**src/rtl/aritm_pkg.sv**
```systemverilog
// aritm_pkg: shared op encodings, FSM states and default sizes for the arithmetic units
package aritm_pkg;
  localparam int DEF_WIDTH = 28;
  localparam int DEF_LIMIT = 99_999_999;
  localparam logic [1:0] OP_ADD     = 2'b00;
  localparam logic [1:0] OP_SUB     = 2'b01;
  localparam logic [1:0] OP_ACC_ADD = 2'b10;
  localparam logic [1:0] OP_ACC_SUB = 2'b11;
  typedef enum logic [1:0] {S_IDLE, S_CALC, S_OUT} state_e;
endpackage

```
**src/rtl/verif_limita.sv**
```systemverilog
// verif_limita: decimal magnitude check of a WIDTH+1-bit signed result with all-ones saturation
module verif_limita #(
  parameter int WIDTH = 28,
  parameter int LIMIT = 99_999_999
) (
  input  logic [WIDTH:0]   r_i,
  output logic             ovf_o,
  output logic [WIDTH-1:0] d_o
);
  localparam logic signed [WIDTH:0] LIM = (WIDTH+1)'(LIMIT);
  assign ovf_o = ($signed(r_i) > LIM) || ($signed(r_i) < -LIM);
  assign d_o   = ovf_o ? '1 : r_i[WIDTH-1:0];
endmodule

```
**src/rtl/aritm_addsub.sv**
```systemverilog
// aritm_addsub: handshaked signed add/subtract with accumulator and decimal range check
module aritm_addsub
  import aritm_pkg::*;
#(
  parameter int WIDTH = DEF_WIDTH,
  parameter int LIMIT = DEF_LIMIT
) (
  input  logic             clk,
  input  logic             rst,
  input  logic [WIDTH-1:0] n1,
  input  logic [WIDTH-1:0] n2,
  input  logic [1:0]       op,
  input  logic             valid_in,
  output logic             ready_in,
  input  logic             clr,
  output logic             valid_out,
  input  logic             ready_out,
  output logic [WIDTH-1:0] d_out,
  output logic             ovrflow,
  output logic             err_sticky,
  output logic [WIDTH-1:0] acc
);
  state_e           state_q, state_d;
  logic [WIDTH:0]   r_q, r_d, a, b;
  logic [WIDTH-1:0] d_q, d_d, acc_q, acc_d, lim_d;
  logic             ov_q, ov_d, err_q, err_d, lim_ov;

  // a clr accepted alongside an ACC_* request makes that operation start from zero
  assign a = op[1] ? (clr ? '0 : {acc_q[WIDTH-1], acc_q}) : {n1[WIDTH-1], n1};
  assign b = {n2[WIDTH-1], n2};

  verif_limita #(.WIDTH(WIDTH), .LIMIT(LIMIT)) u_lim (
    .r_i  (r_q),
    .ovf_o(lim_ov),
    .d_o  (lim_d)
  );

  // next state and datapath: accept in IDLE, range-check in CALC, hold in OUT
  always_comb begin
    state_d = state_q;
    r_d     = r_q;
    d_d     = d_q;
    ov_d    = ov_q;
    acc_d   = clr ? '0 : acc_q;
    err_d   = clr ? 1'b0 : err_q;
    case (state_q)
      S_IDLE: if (valid_in) begin
        state_d = S_CALC;
        r_d     = op[0] ? a - b : a + b;
      end
      S_CALC: begin
        state_d = S_OUT;
        d_d     = lim_d;
        ov_d    = lim_ov;
        if (lim_ov) err_d = 1'b1;
        else acc_d = r_q[WIDTH-1:0];
      end
      S_OUT: if (ready_out) state_d = S_IDLE;
      default: state_d = S_IDLE;
    endcase
  end

  // state and result registers; reset discards any transaction in flight
  always_ff @(posedge clk or negedge rst) begin
    if (!rst) begin
      state_q <= S_IDLE;
      r_q     <= '0;
      d_q     <= '0;
      ov_q    <= 1'b0;
      err_q   <= 1'b0;
      acc_q   <= '0;
    end else begin
      state_q <= state_d;
      r_q     <= r_d;
      d_q     <= d_d;
      ov_q    <= ov_d;
      err_q   <= err_d;
      acc_q   <= acc_d;
    end
  end

  assign ready_in   = state_q == S_IDLE;
  assign valid_out  = state_q == S_OUT;
  assign d_out      = d_q;
  assign ovrflow    = ov_q;
  assign err_sticky = err_q;
  assign acc        = acc_q;
endmodule

```
**config.mk**
```make
export PLATFORM = sky130hd
export DESIGN_NAME = aritm_addsub
export DESIGN_NICKNAME = d
export VERILOG_FILES = /design/src/rtl/aritm_pkg.sv /design/src/rtl/verif_limita.sv /design/src/rtl/aritm_addsub.sv
export SDC_FILE = /design/constraint.sdc
export NUM_CORES = 1
export LEC_CHECK = 0
export ABC_CLOCK_PERIOD_IN_PS = 7600
export CORE_MARGIN = 2
export CORE_UTILIZATION = 57
export CTS_CLUSTER_SIZE = 25
export DETAILED_ROUTE_END_ITERATION = 8
export PLACE_DENSITY_LB_ADDON = 0.2
export SLEW_MARGIN = 20
export SYNTH_ARGS = -nofsm -noshare
export SYNTH_HDL_FRONTEND = slang
export SYNTH_SLANG_ARGS = --single-unit
```
**constraint.sdc**
```tcl
create_clock -name clk -period 7.6 [get_ports clk]
set_input_delay 0.76 -clock clk [delete_from_list [all_inputs] [get_ports clk]]
set_output_delay 0.76 -clock clk [all_outputs]
set_load 0.005 [all_outputs]
```
==> results of run 1 <==
[power by group through the flow]
| stage | sequential [W] | combinational [W] | clock [W] |
|---|---|---|---|
| finish | 0.000879 | 0.00113 | 0.000376 |
| global route | 0.000900 | 0.00125 | 0.000400 |
| floorplan | 0.000828 | 0.000639 | 0 |
| detailed placement | 0.000881 | 0.00112 | 0 |
| CTS | 0.000873 | 0.00113 | 0.000377 |
| global placement | 0.000866 | 0.00109 | 0 |
[synthesized netlist by cell type, types with 11 or more instances]
master | number | area share
o21ai_0 | 42 | 0.034
inv_1 | 16 | 0.0097
nor2_1 | 39 | 0.024
ha_1 | 29 | 0.059
nand4_1 | 12 | 0.012
a21o_1 | 11 | 0.013
nor2b_1 | 31 | 0.031
clkbuf_1 | 34 | 0.021
nor3_1 | 12 | 0.0097
a21oi_1 | 41 | 0.033
nand2_1 | 105 | 0.064
nand3_1 | 38 | 0.031
mux2_2 | 54 | 0.098
xnor2_1 | 36 | 0.051
dfrtp_1 | 89 | 0.36
xor2_1 | 12 | 0.017
[state kept, by name, summed over array words and instances, names as in the netlist]
name	count
err_sticky	1
r_q	29
ovrflow	1
d_out	28
acc	28
state_q	2
[final timing paths]
path,start,endpoint,slack (ns),depth (start not counted)
min reg2reg,d_out[21]$_DFFE_PN0N_,d_out[21]$_DFFE_PN0N_,0.50,2
max in group asynchronous,rst,acc[21]$_DFF_PN0_,6.20,2
max,op[0],r_q[26]$_DFFE_PN0P_,3.13,13
min in group clk,d_out[21]$_DFFE_PN0N_,d_out[21]$_DFFE_PN0N_,0.50,2
max reg2reg,acc[0]$_DFF_PN0_,r_q[18]$_DFFE_PN0P_,4.03,12
min,rst,d_out[12]$_DFFE_PN0N_,0.34,1
[per-layer routing]
layer  vias up  wire, µm  GRT usage
met3        35      1250     0.0470
met4         0       454     0.0962
met2       255      8180      0.496
met5         -         0          0
met1      2804      8060      0.451
li1       2713         -          -
[critical path, cell delays in order]
cell and delay (ns):
clkdlybuf4s50_1 1.04, a31oi_1 0.18, nor2_1 0.30, o21ai_0 0.21, xnor2_1 0.19, ha_1 0.44, and3_1 0.19, and3_1 0.15
a221oi_1 0.14, nor4b_2 0.45, nor2_1 0.15, or4_1 0.48, nand3_1 0.10
[cell type report]
cell class | instances | area (µm²)
Clock buffer | 10 | 128
Clock inverter | 6 | 100
Fill cell | 866 | 3050
Inverter | 16 | 60.1
Multi-Input combinational cell | 562 | 3740
Sequential cell | 89 | 2230
Tap cell | 140 | 175
Timing Repair Buffer | 128 | 1260
[metrics by stage]
stage	hold slack, ns	cell area (µm²)
2_1_floorplan	0.464	6200
3_3_place_gp	0.462	7460
3_5_place_dp	0.475	7460
4_1_cts	0.365	7690
5_1_grt	0.377	7690
6_report	0.344	7690
[kinds of logic (layout without fill, tap and decap cells)]
logic type / Yosys count / count (layout) / share of synthesized area
AND/OR/NAND/NOR: 277 / 277 / 0.220
XOR/XNOR: 48 / 48 / 0.0679
buffers and inverters: 57 / 160 / 0.0374
AO/OA/AOI/OAI: 149 / 149 / 0.149
flip-flops: 89 / 89 / 0.359
adder cells (fa/ha/maj): 30 / 30 / 0.0618
multiplexers: 58 / 58 / 0.105
==> reports/metrics.yaml, run 1 <==
synth_ff_type: "dfrtp_1"
drt_iter0_markers: 477
grt_max_degree: 58
status: "complete, no violations"
worstSetupPathType: "input port to flip-flop"
synth-seq-area-share: 0.359
cp.arrival_ns: 4.77
die_h_um: 108
async_reset_ff_frac: 1.00
ant_nets: 0
synth-edff-count: 0
insertion_delay_ns: 0.37
dp.final_hpwl_um: 14000
rsz0062_at_grt: "no"
syn_inst: 708
dp_worst_setup_slack_ns: 2.80
timing.final.crit_share: 0.589
antenna_found_initial: 0
initial_core_util: 0.577
p_leak_nw: 3.36
fmax_mhz: 224
clock_path_buffers: 2
wl_per_cell_um: 18.9
syn_avg_cell_area_um2: 8.75
cts.sinks: 89
rows: 38
syn-num-nets: 801
area_growth_pct: 24.1
setup_violations: 0
share_seq_of_total_power: 0.368
gr-total-overflow: 0
vias: 5807
final.setup.tns_ns: 0
worst_pin_slew_ns: 0.888
netlist_area_um2: 6200
crit_path_end_kind: "flip-flop"
nets: 899
ys_warn_count: 0
drc_errors: 0
cts_root_buf: "clkbuf_8"
hold_violations: 0
cp_max_fo: 29
totalWireLength_um: 17900
drt-vias-per-instance: 6.11
relSlewSlack: 0.407
ys_seq_elements: 89
slew_violations: 0
cp_data_required_time_ns: 7.90
track_usage: 0.315
path_clk_slew_ns: 0.10
netlist-cell-type-count: 54
fin_crit_ns: 4.47
dr.pass1.iters: 5
final_core_util: 0.716
worst_slack_ns: 3.13
antennaDiodeCount: 0
h-tree-depth: 3
maxCapViolCount: 0
routabilityCongestion: 1.01
final_layout_size_suffix_gt1_frac: 0.111
max-vdd-ir-drop_uv: 181
mostFrequentLayoutCell: "clkdlybuf4s50_1"
power.internal_w: 0.00145
fp.dieW_um: 108
hold_buffers: 0
dp.cells: 935
power_w: 0.00239
p_per_area_nw_per_um2: 310
portBuffers: 122
layout_common_cells: "121 x clkdlybuf4s50_1, 105 x nand2_1, 89 x dfrtp_1"
pwr-share-clk: 0.158
grt_pass1_vias: 5580
skew_ns: 0.0110
io_pins: 123
postCtsSetupBuffers: 0
p_sw_frac: 0.394
post_cts_resized: 0
die-area_um2: 11700
coreArea_um2: 10700
p_comb_frac: 0.475
worst_setup_path_start_kind: "input port"
grt_first_pass_wirelength_um: 28500
hp-class: "input port to async pin"
cts_tree: "done"
p_switching_w: 0.000941
cts_buffers: 9
final_cells: 951
(Power assumes the default switching activity.)
==> run 2: changes to the inputs <==
Settings changed: ABC_CLOCK_PERIOD_IN_PS 7600 to 3800, CORE_UTILIZATION 57 to 48.
Clock period 7.6 ns to 3.8 ns, I/O delays scaled along.
==> run 2 against run 1 <==
- via count is 5.0% higher
- sequential share of layout area decreased by 3.5 points
- cell count grew 15%
- sequential cell count did not move
- non-clock buffer count up 113
==> reports/metrics.yaml, run 2 (same netlist as run 1, synthesis figures left out) <==
h-tree-depth: 3
max-vdd-ir-drop_uv: 344
slowest_delay_ns: 0.59
setup_violations: 0
crit_path_end_kind: "flip-flop"
dp.final_hpwl_um: 15500
worst_pin_slew_ns: 0.846
hold_violations: 0
routabilityCongestion: 0.913
grt_max_degree: 90
final_layout_size_suffix_gt1_frac: 0.232
io_pins: 123
track_usage: 0.279
worst_slack_ns: 0.192
share_seq_of_total_power: 0.335
antenna_found_initial: 0
antennaDiodeCount: 0
path_clk_slew_ns: 0.06
maxCapViolCount: 0
cts_tree: "done"
worstSetupPathType: "input port to flip-flop"
slew_violations: 0
drt-vias-per-instance: 5.57
worstPathCellList: "clkdlybuf4s50_1 -> or4_1 -> nor3_2 -> a31oi_1 -> nor2_1 -> buf_4 -> o21ai_0 -> xnor2_1 -> ha_1 -> a21oi_2 -> o21ai_1 -> buf_4 -> a21oi_1 -> o31ai_1 -> xnor2_1 -> o21ai_1"
fmax_mhz: 277
nets: 1012
cp_max_fo: 4
cts.sinks: 89
p_sw_frac: 0.370
fin_crit_ns: 3.61
timing.final.crit_share: 0.950
gr-total-overflow: 0
power_w: 0.00526
clock_path_buffers: 2
dp_worst_setup_slack_ns: -0.296
p_switching_w: 0.00195
fp.dieW_um: 118
rsz0062_at_grt: "yes"
wl_per_cell_um: 17.7
cts_buffers: 9
totalWireLength_um: 19400
hp-class: "input port to async pin"
ant_nets: 0
die_h_um: 118
p_per_area_nw_per_um2: 602
insertion_delay_ns: 0.35
p_comb_frac: 0.482
cp_data_required_time_ns: 4.01
mostFrequentLayoutCell: "clkdlybuf4s50_1"
die-area_um2: 13800
drc_errors: 0
skew_ns: 0.00835
dr.pass1.iters: 5
p_leak_nw: 3.96
portBuffers: 122
largest_reg_flops: 29
initial_core_util: 0.491
grt_first_pass_wirelength_um: 30700
layout_common_cells: "121 x clkdlybuf4s50_1, 119 x buf_4, 105 x nand2_1"
rows: 41
hold_buffers: 0
vias: 6098
cts_root_buf: "clkbuf_16"
drt_iter0_markers: 529
regMostFlops: "r_q"
cp_slowest_cell: "or4_1"
cp.arrival_ns: 3.82
power.internal_w: 0.00332
area_growth_pct: 41.1
grt_pass1_vias: 5850
status: "complete, no violations"
worst_setup_path_start_kind: "input port"
relSlewSlack: 0.435
pwr-share-clk: 0.183
coreArea_um2: 12600
run 2: cell count changes in the layout (fill, tap and decap cells not counted), sizes merged:
cell and delta:
clkbuf +1, buf +113, inv -2
run 2: final timing paths:
path | from | to | slack [ns] | cells past startpoint
hold / removal | rst | d_out[12]$_DFFE_PN0N_ | 0.11 | 1
setup reg to reg | r_q[11]$_DFFE_PN0P_ | acc[14]$_DFF_PN0_ | 0.65 | 7
min in group clk | d_out[27]$_DFFE_PN0N_ | d_out[27]$_DFFE_PN0N_ | 0.49 | 1
hold reg to reg | d_out[27]$_DFFE_PN0N_ | d_out[27]$_DFFE_PN0N_ | 0.49 | 1
max in group asynchronous | rst | r_q[24]$_DFFE_PN0P_ | 3.15 | 1
setup / recovery | n2[16] | r_q[24]$_DFFE_PN0P_ | 0.19 | 16
run 2: what timing repair did:
item / 4_1_cts / 5_1_grt
gates resized for setup: 0 / 18
setup buffers: 0 / 3
setup endpoints to repair: 0 / 11
run 2: layout make-up:
type	count	area (µm²)
timing repair buffer	241	2120
tap	172	215
clock inverter	4	77.6
clock buffer	11	243
fill	1055	3880
inverter	16	60.1
sequential	89	2230
multi-input combinational	562	3800
run 2: metrics by stage:
step / hold WS (ns) / instances / TNS, ns / area, µm² / utilization
floorplan: 0.0844 / 708 / 0 / 6200 / -
finish: 0.106 / 1095 / 0 / 8740 / 0.693
detailed placement: 0.471 / 1077 / -2.41 / 8330 / 0.660
global route: 0.174 / 1095 / -0.0515 / 8740 / 0.693
global placement: 0.460 / 1077 / -1.66 / 8330 / 0.660
CTS: 0.292 / 1092 / 0 / 8650 / 0.685
run 2: metal layers:
layer  routed length (µm)  share of wire  GRT usage  up-vias
li1                     -              -          -     2941
met2                 8980           0.46      0.448      225
met4                  286          0.015     0.0663        0
met1                 8810           0.45      0.387     2912
met5                    0              0          0        -
met3                 1290          0.067     0.0581       20
run 2: power by group through the flow:
stage          registers [W]  logic, W  clock network (W)
2_1_floorplan        0.00166   0.00128                  0
3_3_place_gp         0.00173   0.00243                  0
3_5_place_dp         0.00176   0.00249                  0
4_1_cts              0.00175   0.00251           0.000969
5_1_grt              0.00181   0.00278            0.00101
6_report             0.00176   0.00254           0.000963
run 2: critical path: cells and delay by family:
family	cells	cell delay [ns]
compound gates	7	0.84
simple gates	3	0.93
fa+ha+maj	1	0.33
xor+xnor	2	0.62
buf+inv	3	0.73
